## src/rtl/shifter_pkg.sv

```systemverilog
// Shared definitions for the iterative shifter.
//   - Default data / count widths.
//   - Operation encodings (OP_ROL, OP_SLL, OP_SRA, OP_SRL).
//   - FSM state encoding (S_IDLE, S_SHIFT, S_DONE).
//   - mux4: per-bit operation select used by the shift stage.
package shifter_pkg;

  localparam int WIDTH_DEF = 16;
  localparam int CNT_W_DEF = 4;

  localparam logic [1:0] OP_ROL = 2'b00;
  localparam logic [1:0] OP_SLL = 2'b01;
  localparam logic [1:0] OP_SRA = 2'b10;
  localparam logic [1:0] OP_SRL = 2'b11;

  typedef enum logic [1:0] {
    S_IDLE  = 2'b00,
    S_SHIFT = 2'b01,
    S_DONE  = 2'b10
  } state_t;

  // Select one of the four candidate bits according to the operation.
  function automatic logic mux4(input logic [1:0] sel,
                                input logic rol_b, input logic sll_b,
                                input logic sra_b, input logic srl_b);
    logic r;
    case (sel)
      OP_ROL:  r = rol_b;
      OP_SLL:  r = sll_b;
      OP_SRA:  r = sra_b;
      OP_SRL:  r = srl_b;
      default: r = srl_b;
    endcase
    return r;
  endfunction

endpackage

```

## src/rtl/shifter_stage_var.sv

```systemverilog
// Single shared shift/rotate stage with a selectable power-of-two distance.
// Ports:
//   in        in   WIDTH  value to shift
//   dist_sel  in   CNT_W  one-hot distance select (bit k -> distance 2**k);
//                         all-zero passes `in` through unchanged
//   op        in   2      operation (ROL/SLL/SRA/SRL)
//   out       out  WIDTH  shifted value
module shifter_stage_var
  import shifter_pkg::*;
#(
  parameter int WIDTH = WIDTH_DEF,
  parameter int CNT_W = CNT_W_DEF
) (
  input  logic [WIDTH-1:0] in,
  input  logic [CNT_W-1:0] dist_sel,
  input  logic [1:0]       op,
  output logic [WIDTH-1:0] out
);

  // cand[k] is `in` shifted by 2**k under the current op.
  logic [CNT_W-1:0][WIDTH-1:0] cand;
  // chain walks the one-hot select; an unselected distance forwards the previous value.
  logic [CNT_W:0][WIDTH-1:0]   chain;

  for (genvar k = 0; k < CNT_W; k++) begin : g_dist
    localparam int D = 2 ** k;
    for (genvar i = 0; i < WIDTH; i++) begin : g_bit
      logic rol_b;
      logic sll_b;
      logic sra_b;
      logic srl_b;

      assign rol_b = in[(i + WIDTH - D) % WIDTH];

      if (i >= D) begin : g_sll_src
        assign sll_b = in[i - D];
      end else begin : g_sll_fill
        assign sll_b = 1'b0;
      end

      // Right shifts pull from above; past the top, SRA replicates the sign bit.
      if (i + D < WIDTH) begin : g_right_src
        assign sra_b = in[i + D];
        assign srl_b = in[i + D];
      end else begin : g_right_fill
        assign sra_b = in[WIDTH-1];
        assign srl_b = 1'b0;
      end

      assign cand[k][i] = mux4(op, rol_b, sll_b, sra_b, srl_b);
    end
  end

  assign chain[0] = in;
  for (genvar k = 0; k < CNT_W; k++) begin : g_pick
    assign chain[k+1] = dist_sel[k] ? cand[k] : chain[k];
  end

  assign out = chain[CNT_W];

endmodule

```

## src/rtl/shifter_seq_iter.sv

```systemverilog
// Multi-cycle iterative barrel shifter. One count bit is consumed per cycle,
// LSB first, through a single shared stage; latency is fixed at CNT_W+1
// cycles from acceptance to out_valid, regardless of the count.
// Ports:
//   clk        in   1      clock, rising edge
//   rst        in   1      asynchronous active-high reset
//   in_valid   in   1      request present
//   in_ready   out  1      request can be accepted (only in IDLE)
//   in_data    in   WIDTH  operand
//   in_cnt     in   CNT_W  shift distance
//   in_op      in   2      00 ROL, 01 SLL, 10 SRA, 11 SRL
//   out_valid  out  1      result valid
//   out_ready  in   1      consumer accepts result
//   out_data   out  WIDTH  result, held while out_ready=0
module shifter_seq_iter
  import shifter_pkg::*;
#(
  parameter int WIDTH = WIDTH_DEF,
  parameter int CNT_W = CNT_W_DEF
) (
  input  logic             clk,
  input  logic             rst,
  input  logic             in_valid,
  output logic             in_ready,
  input  logic [WIDTH-1:0] in_data,
  input  logic [CNT_W-1:0] in_cnt,
  input  logic [1:0]       in_op,
  output logic             out_valid,
  input  logic             out_ready,
  output logic [WIDTH-1:0] out_data
);

  localparam int STEP_W = (CNT_W > 1) ? $clog2(CNT_W) : 1;
  localparam logic [STEP_W-1:0] LAST_STEP = STEP_W'(CNT_W - 1);

  state_t            state;
  logic [STEP_W-1:0] step;
  logic [WIDTH-1:0]  acc;
  logic [CNT_W-1:0]  cnt;
  logic [1:0]        op;
  logic [CNT_W-1:0]  dist_sel;
  logic [WIDTH-1:0]  stage_out;

  // Distance for the current step; a clear count bit selects nothing so acc is held.
  always_comb begin
    dist_sel = {CNT_W{1'b0}};
    if (cnt[step]) begin
      dist_sel[step] = 1'b1;
    end else begin
      dist_sel = {CNT_W{1'b0}};
    end
  end

  shifter_stage_var #(
    .WIDTH(WIDTH),
    .CNT_W(CNT_W)
  ) u_stage (
    .in       (acc),
    .dist_sel (dist_sel),
    .op       (op),
    .out      (stage_out)
  );

  // Control FSM, step counter, accumulator and registered handshake outputs.
  always_ff @(posedge clk or posedge rst) begin
    if (rst) begin
      state     <= S_IDLE;
      step      <= {STEP_W{1'b0}};
      acc       <= {WIDTH{1'b0}};
      cnt       <= {CNT_W{1'b0}};
      op        <= 2'b00;
      in_ready  <= 1'b1;
      out_valid <= 1'b0;
      out_data  <= {WIDTH{1'b0}};
    end else begin
      case (state)
        S_IDLE: begin
          if (in_valid && in_ready) begin
            acc      <= in_data;
            cnt      <= in_cnt;
            op       <= in_op;
            step     <= {STEP_W{1'b0}};
            in_ready <= 1'b0;
            state    <= S_SHIFT;
          end else begin
            in_ready <= 1'b1;
          end
        end
        S_SHIFT: begin
          acc  <= stage_out;
          step <= step + STEP_W'(1);
          if (step == LAST_STEP) begin
            state <= S_DONE;
          end else begin
            state <= S_SHIFT;
          end
        end
        S_DONE: begin
          // First DONE cycle publishes the result; it then stays until taken.
          if (out_valid && out_ready) begin
            out_valid <= 1'b0;
            in_ready  <= 1'b1;
            state     <= S_IDLE;
          end else begin
            out_valid <= 1'b1;
            out_data  <= acc;
          end
        end
        default: begin
          state     <= S_IDLE;
          in_ready  <= 1'b1;
          out_valid <= 1'b0;
        end
      endcase
    end
  end

endmodule

```

## config.mk

```make
export PLATFORM = sky130hd
export DESIGN_NAME = shifter_seq_iter
export DESIGN_NICKNAME = d
export VERILOG_FILES = /design/src/rtl/shifter_pkg.sv /design/src/rtl/shifter_stage_var.sv /design/src/rtl/shifter_seq_iter.sv
export SDC_FILE = /design/constraint.sdc
export NUM_CORES = 1
export LEC_CHECK = 0
export ABC_AREA = 1
export BUFFER_PORTS_ARGS = -buffer_cell sky130_fd_sc_hd__buf_4
export CAP_MARGIN = 20
export CELL_PAD_IN_SITES_DETAIL_PLACEMENT = 1
export CELL_PAD_IN_SITES_GLOBAL_PLACEMENT = 1
export CORE_MARGIN = 4
export CORE_UTILIZATION = 40
export CTS_CLUSTER_DIAMETER = 150
export CTS_CLUSTER_SIZE = 14
export DETAILED_ROUTE_END_ITERATION = 12
export GPL_ROUTABILITY_DRIVEN = 0
export PLACE_DENSITY_LB_ADDON = 0.15
export SYNTH_ARGS = -nofsm -noshare
export SYNTH_HDL_FRONTEND = slang
export SYNTH_SLANG_ARGS = --single-unit
```

## constraint.sdc

```tcl
create_clock -name clk -period 3 [get_ports clk]
set_input_delay 0.6 -clock clk [delete_from_list [all_inputs] [get_ports clk]]
set_output_delay 0.6 -clock clk [all_outputs]
set_load 0.01 [all_outputs]
```

==> results.json <==
{
  "run_status": "finished, final reports clean",
  "grt_pass1_wl_mm": 15.6,
  "clk_pin_slew_ps": 90,
  "drt_pass1_iterations": 4,
  "worst-r2r-cell-count": 9,
  "hold_viol_final": 0,
  "fin_skew_ps": 4.58,
  "io_buffer_count": 43,
  "synthesis.area_per_instance_um2": 6.62,
  "final-max-slew-violation-count": 0,
  "timing.critical_path.required_ps": 3190,
  "cts.root.buffer_cell": "sky130_fd_sc_hd__clkbuf_8",
  "yosys_warnings": 0,
  "synth_top_flop_cell": "sky130_fd_sc_hd__dfrtp_1",
  "antenna_found_initial": 0,
  "drt_drc_violations_left": 0,
  "track_usage_pct": 22.5,
  "number_of_standard_cells_after_synthesis": 449,
  "placement.cell_area_um2": 3340,
  "clock_sinks": 44,
  "detail-route-antenna-nets": 0,
  "ctsHoldBuffers": 0,
  "core-area_um2": 7250,
  "end_kind": "flop",
  "grt_max_degree": 29,
  "synth_top_area_cells": "sky130_fd_sc_hd__dfrtp_1, sky130_fd_sc_hd__nand2_1, sky130_fd_sc_hd__a21oi_1, sky130_fd_sc_hd__nor2_1, sky130_fd_sc_hd__o21ai_0",
  "layout.cell_area.non_filler_um2": 3440,
  "timing.setup.tns_ps": 0,
  "filler_cell_count": 974,
  "floorplan.io_pins": 44,
  "sequential_cell_area_um2": 1100,
  "drive_above_1_share_pct": 16.3,
  "critical_path.startpoint_type": "flop",
  "yosys.area.top_type": "sky130_fd_sc_hd__dfrtp_1",
  "maxClockFrequency_mhz": 477,
  "min_hold_slack_ps": 348,
  "crit_type": "flop to flop",
  "mappedNetlistArea_um2": 2970,
  "unrepaired_setup_endpoints_after_global_routing": "false",
  "cp_max_fo": 21,
  "timing.reg2reg.setup_slack_ps": 900,
  "detailroute.via_count": 3022,
  "finalNetCount": 514,
  "grt.overflow.total": 0,
  "timing_worst_slew_pin_value_ps": 828,
  "tritoncts_buffers": 5,
  "total_area_of_multi_input_combinational_cells_um2": 1600,
  "top_layer_used": "met4",
  "timing.max_slew.rel_slack_pct": 44.5,
  "power.ir.vdd_worst_uv": 423,
  "pwr_density_cell_nw_per_um2": 1290,
  "synthTopCellsByCount": "sky130_fd_sc_hd__nand2_1, sky130_fd_sc_hd__a21oi_1, sky130_fd_sc_hd__nor2_1",
  "cts_max_path_buffers": 2,
  "setup_viol": 0,
  "die_y_um": 94.2,
  "detail_route.iter0.violations": 343,
  "most_frequent_cell_after_synthesis": "sky130_fd_sc_hd__nand2_1",
  "max_capacitance_violation_count": 0,
  "detailroute.wirelength.met3_um": 621,
  "initial_core_util_pct": 41.0,
  "postRouteWirelength_mm": 9.40,
  "timing.final.crit_period_ps": 2100,
  "via_per_inst": 5.17,
  "synth.yosys.seq_area_share_pct": 37.1,
  "inst_count_dp": 576,
  "synth-seq-cells": 44,
  "wl_met2_mm": 4.38,
  "final_min_period_over_clock_period_pct": 69.9,
  "synth-async-reset-ratio_pct": 100,
  "layoutNonFillerInstCount": 584,
  "synth_edf_count": 0,
  "cp.arrival_ps": 2290,
  "synth.top_cell.area_share_pct": 36.2,
  "first_global_vias": 3075,
  "routed_wire_length_per_instance_um": 16.1,
  "static_power_due_to_leakage_nw": 1.88,
  "cts_setup_buffers": 0,
  "hpwlAfterDp_mm": 7.07,
  "crit-reg2reg-launch": "step[1]",
  "layout_area_overhead_pct": 15.6,
  "clkLatencyLatePin_ps": 300,
  "die_area_um2": 8880,
  "tritoncts": "yes",
  "post_synth_num_cell_types": 26,
  "met1Wirelength_mm": 4.32,
  "rows": 31,
  "min-delay-path-class": "input pin to async pin",
  "cts.htree.levels": 2,
  "die_w_um": 94.2,
  "n_antenna_cell": 0,
  "finalPower_mw": 4.44,
  "cts-resized-gates": 0,
  "regToRegEndpoint": "acc[13]",
  "mappedNetlistNets": 479
}
==> per-stage QoR <==
stage                     worst slack, ps  utilization (%)
final                                 903             47.4
after global routing                  717             47.4
after CTS                             905             47.4
after detailed placement              909             46.1
after global placement               1010             46.1
after floorplan                      1260                -
==> report_power, final <==
group / internal (mW) / switching, mW / leakage (nW)
sequential: 0.890 / 0.326 / 0.540
clock: 0.188 / 0.221 / 0.0445
combinational: 0.972 / 1.84 / 1.30
==> area by class of cell <==
type                    count  area share, %
clock inverters             1          0.218
multi-input cells         343           46.6
repair buffers             47           10.3
well taps                  99           3.61
inverters                  43           4.70
flip-flops and latches     44           32.1
clock buffers               7           2.51
==> how the worst max path moves through the flow <==
stage,to,slack [ps],start,depth (start not counted)
final,acc[13],900,step[1],9
after global routing,acc[14],720,state[1],6
after CTS,acc[13],910,state[1],6
after detailed placement,acc[13],910,state[1],6
after global placement,acc[11],1010,state[1],6
after floorplan,acc[11],1260,step[1],10
==> sequential cells by signal (all words and copies together) (netlist names) <==
signal,cells
acc,16
out_data,16
cnt,4
op,2
state,2
step,2
in_ready,1
out_valid,1
==> kinds of logic after synthesis <==
logic type / Yosys count / synth area share [%]
buf+inv: 62 / 9.05
compound gates: 88 / 15.5
fa+ha+maj: 4 / 1.68
flops: 44 / 37.1
simple gates: 247 / 35.2
mux: 4 / 1.52
==> cell usage in the layout (no fill, tap or decap), types with 3 or more instances in the layout <==
master                     instances
sky130_fd_sc_hd__a21oi_1          51
sky130_fd_sc_hd__a31oi_1           3
sky130_fd_sc_hd__buf_4            47
sky130_fd_sc_hd__clkbuf_8          6
sky130_fd_sc_hd__clkinv_1          3
sky130_fd_sc_hd__dfrtp_1          43
sky130_fd_sc_hd__ha_1              4
sky130_fd_sc_hd__inv_1            33
sky130_fd_sc_hd__inv_2             7
sky130_fd_sc_hd__mux2_2            4
sky130_fd_sc_hd__nand2_1         163
sky130_fd_sc_hd__nand3_1          18
sky130_fd_sc_hd__nand3_4           4
sky130_fd_sc_hd__nand4_1           3
sky130_fd_sc_hd__nor2_1           51
sky130_fd_sc_hd__nor2_2            3
sky130_fd_sc_hd__o21ai_0          26
sky130_fd_sc_hd__o21ai_1           5
==> per-layer routing <==
metal  vias to the layer above  GRT usage, %
met5                         -             0
met4                         0          6.14
met3                         8          3.13
met2                        84          36.9
met1                      1435          30.8
li1                       1495             -
==> critical path, cell delays in order, from the launching register on <==
cell and delay (ps):
sky130_fd_sc_hd__dfrtp_1 460, sky130_fd_sc_hd__inv_2 140, sky130_fd_sc_hd__ha_1 270, sky130_fd_sc_hd__nand3_2 400, sky130_fd_sc_hd__inv_2 310, sky130_fd_sc_hd__nand2_1 90
sky130_fd_sc_hd__nand3_1 70, sky130_fd_sc_hd__nand2_1 80, sky130_fd_sc_hd__nand2_1 90, sky130_fd_sc_hd__a21oi_1 70
No activity file was read; power rests on OpenSTA's default activity.
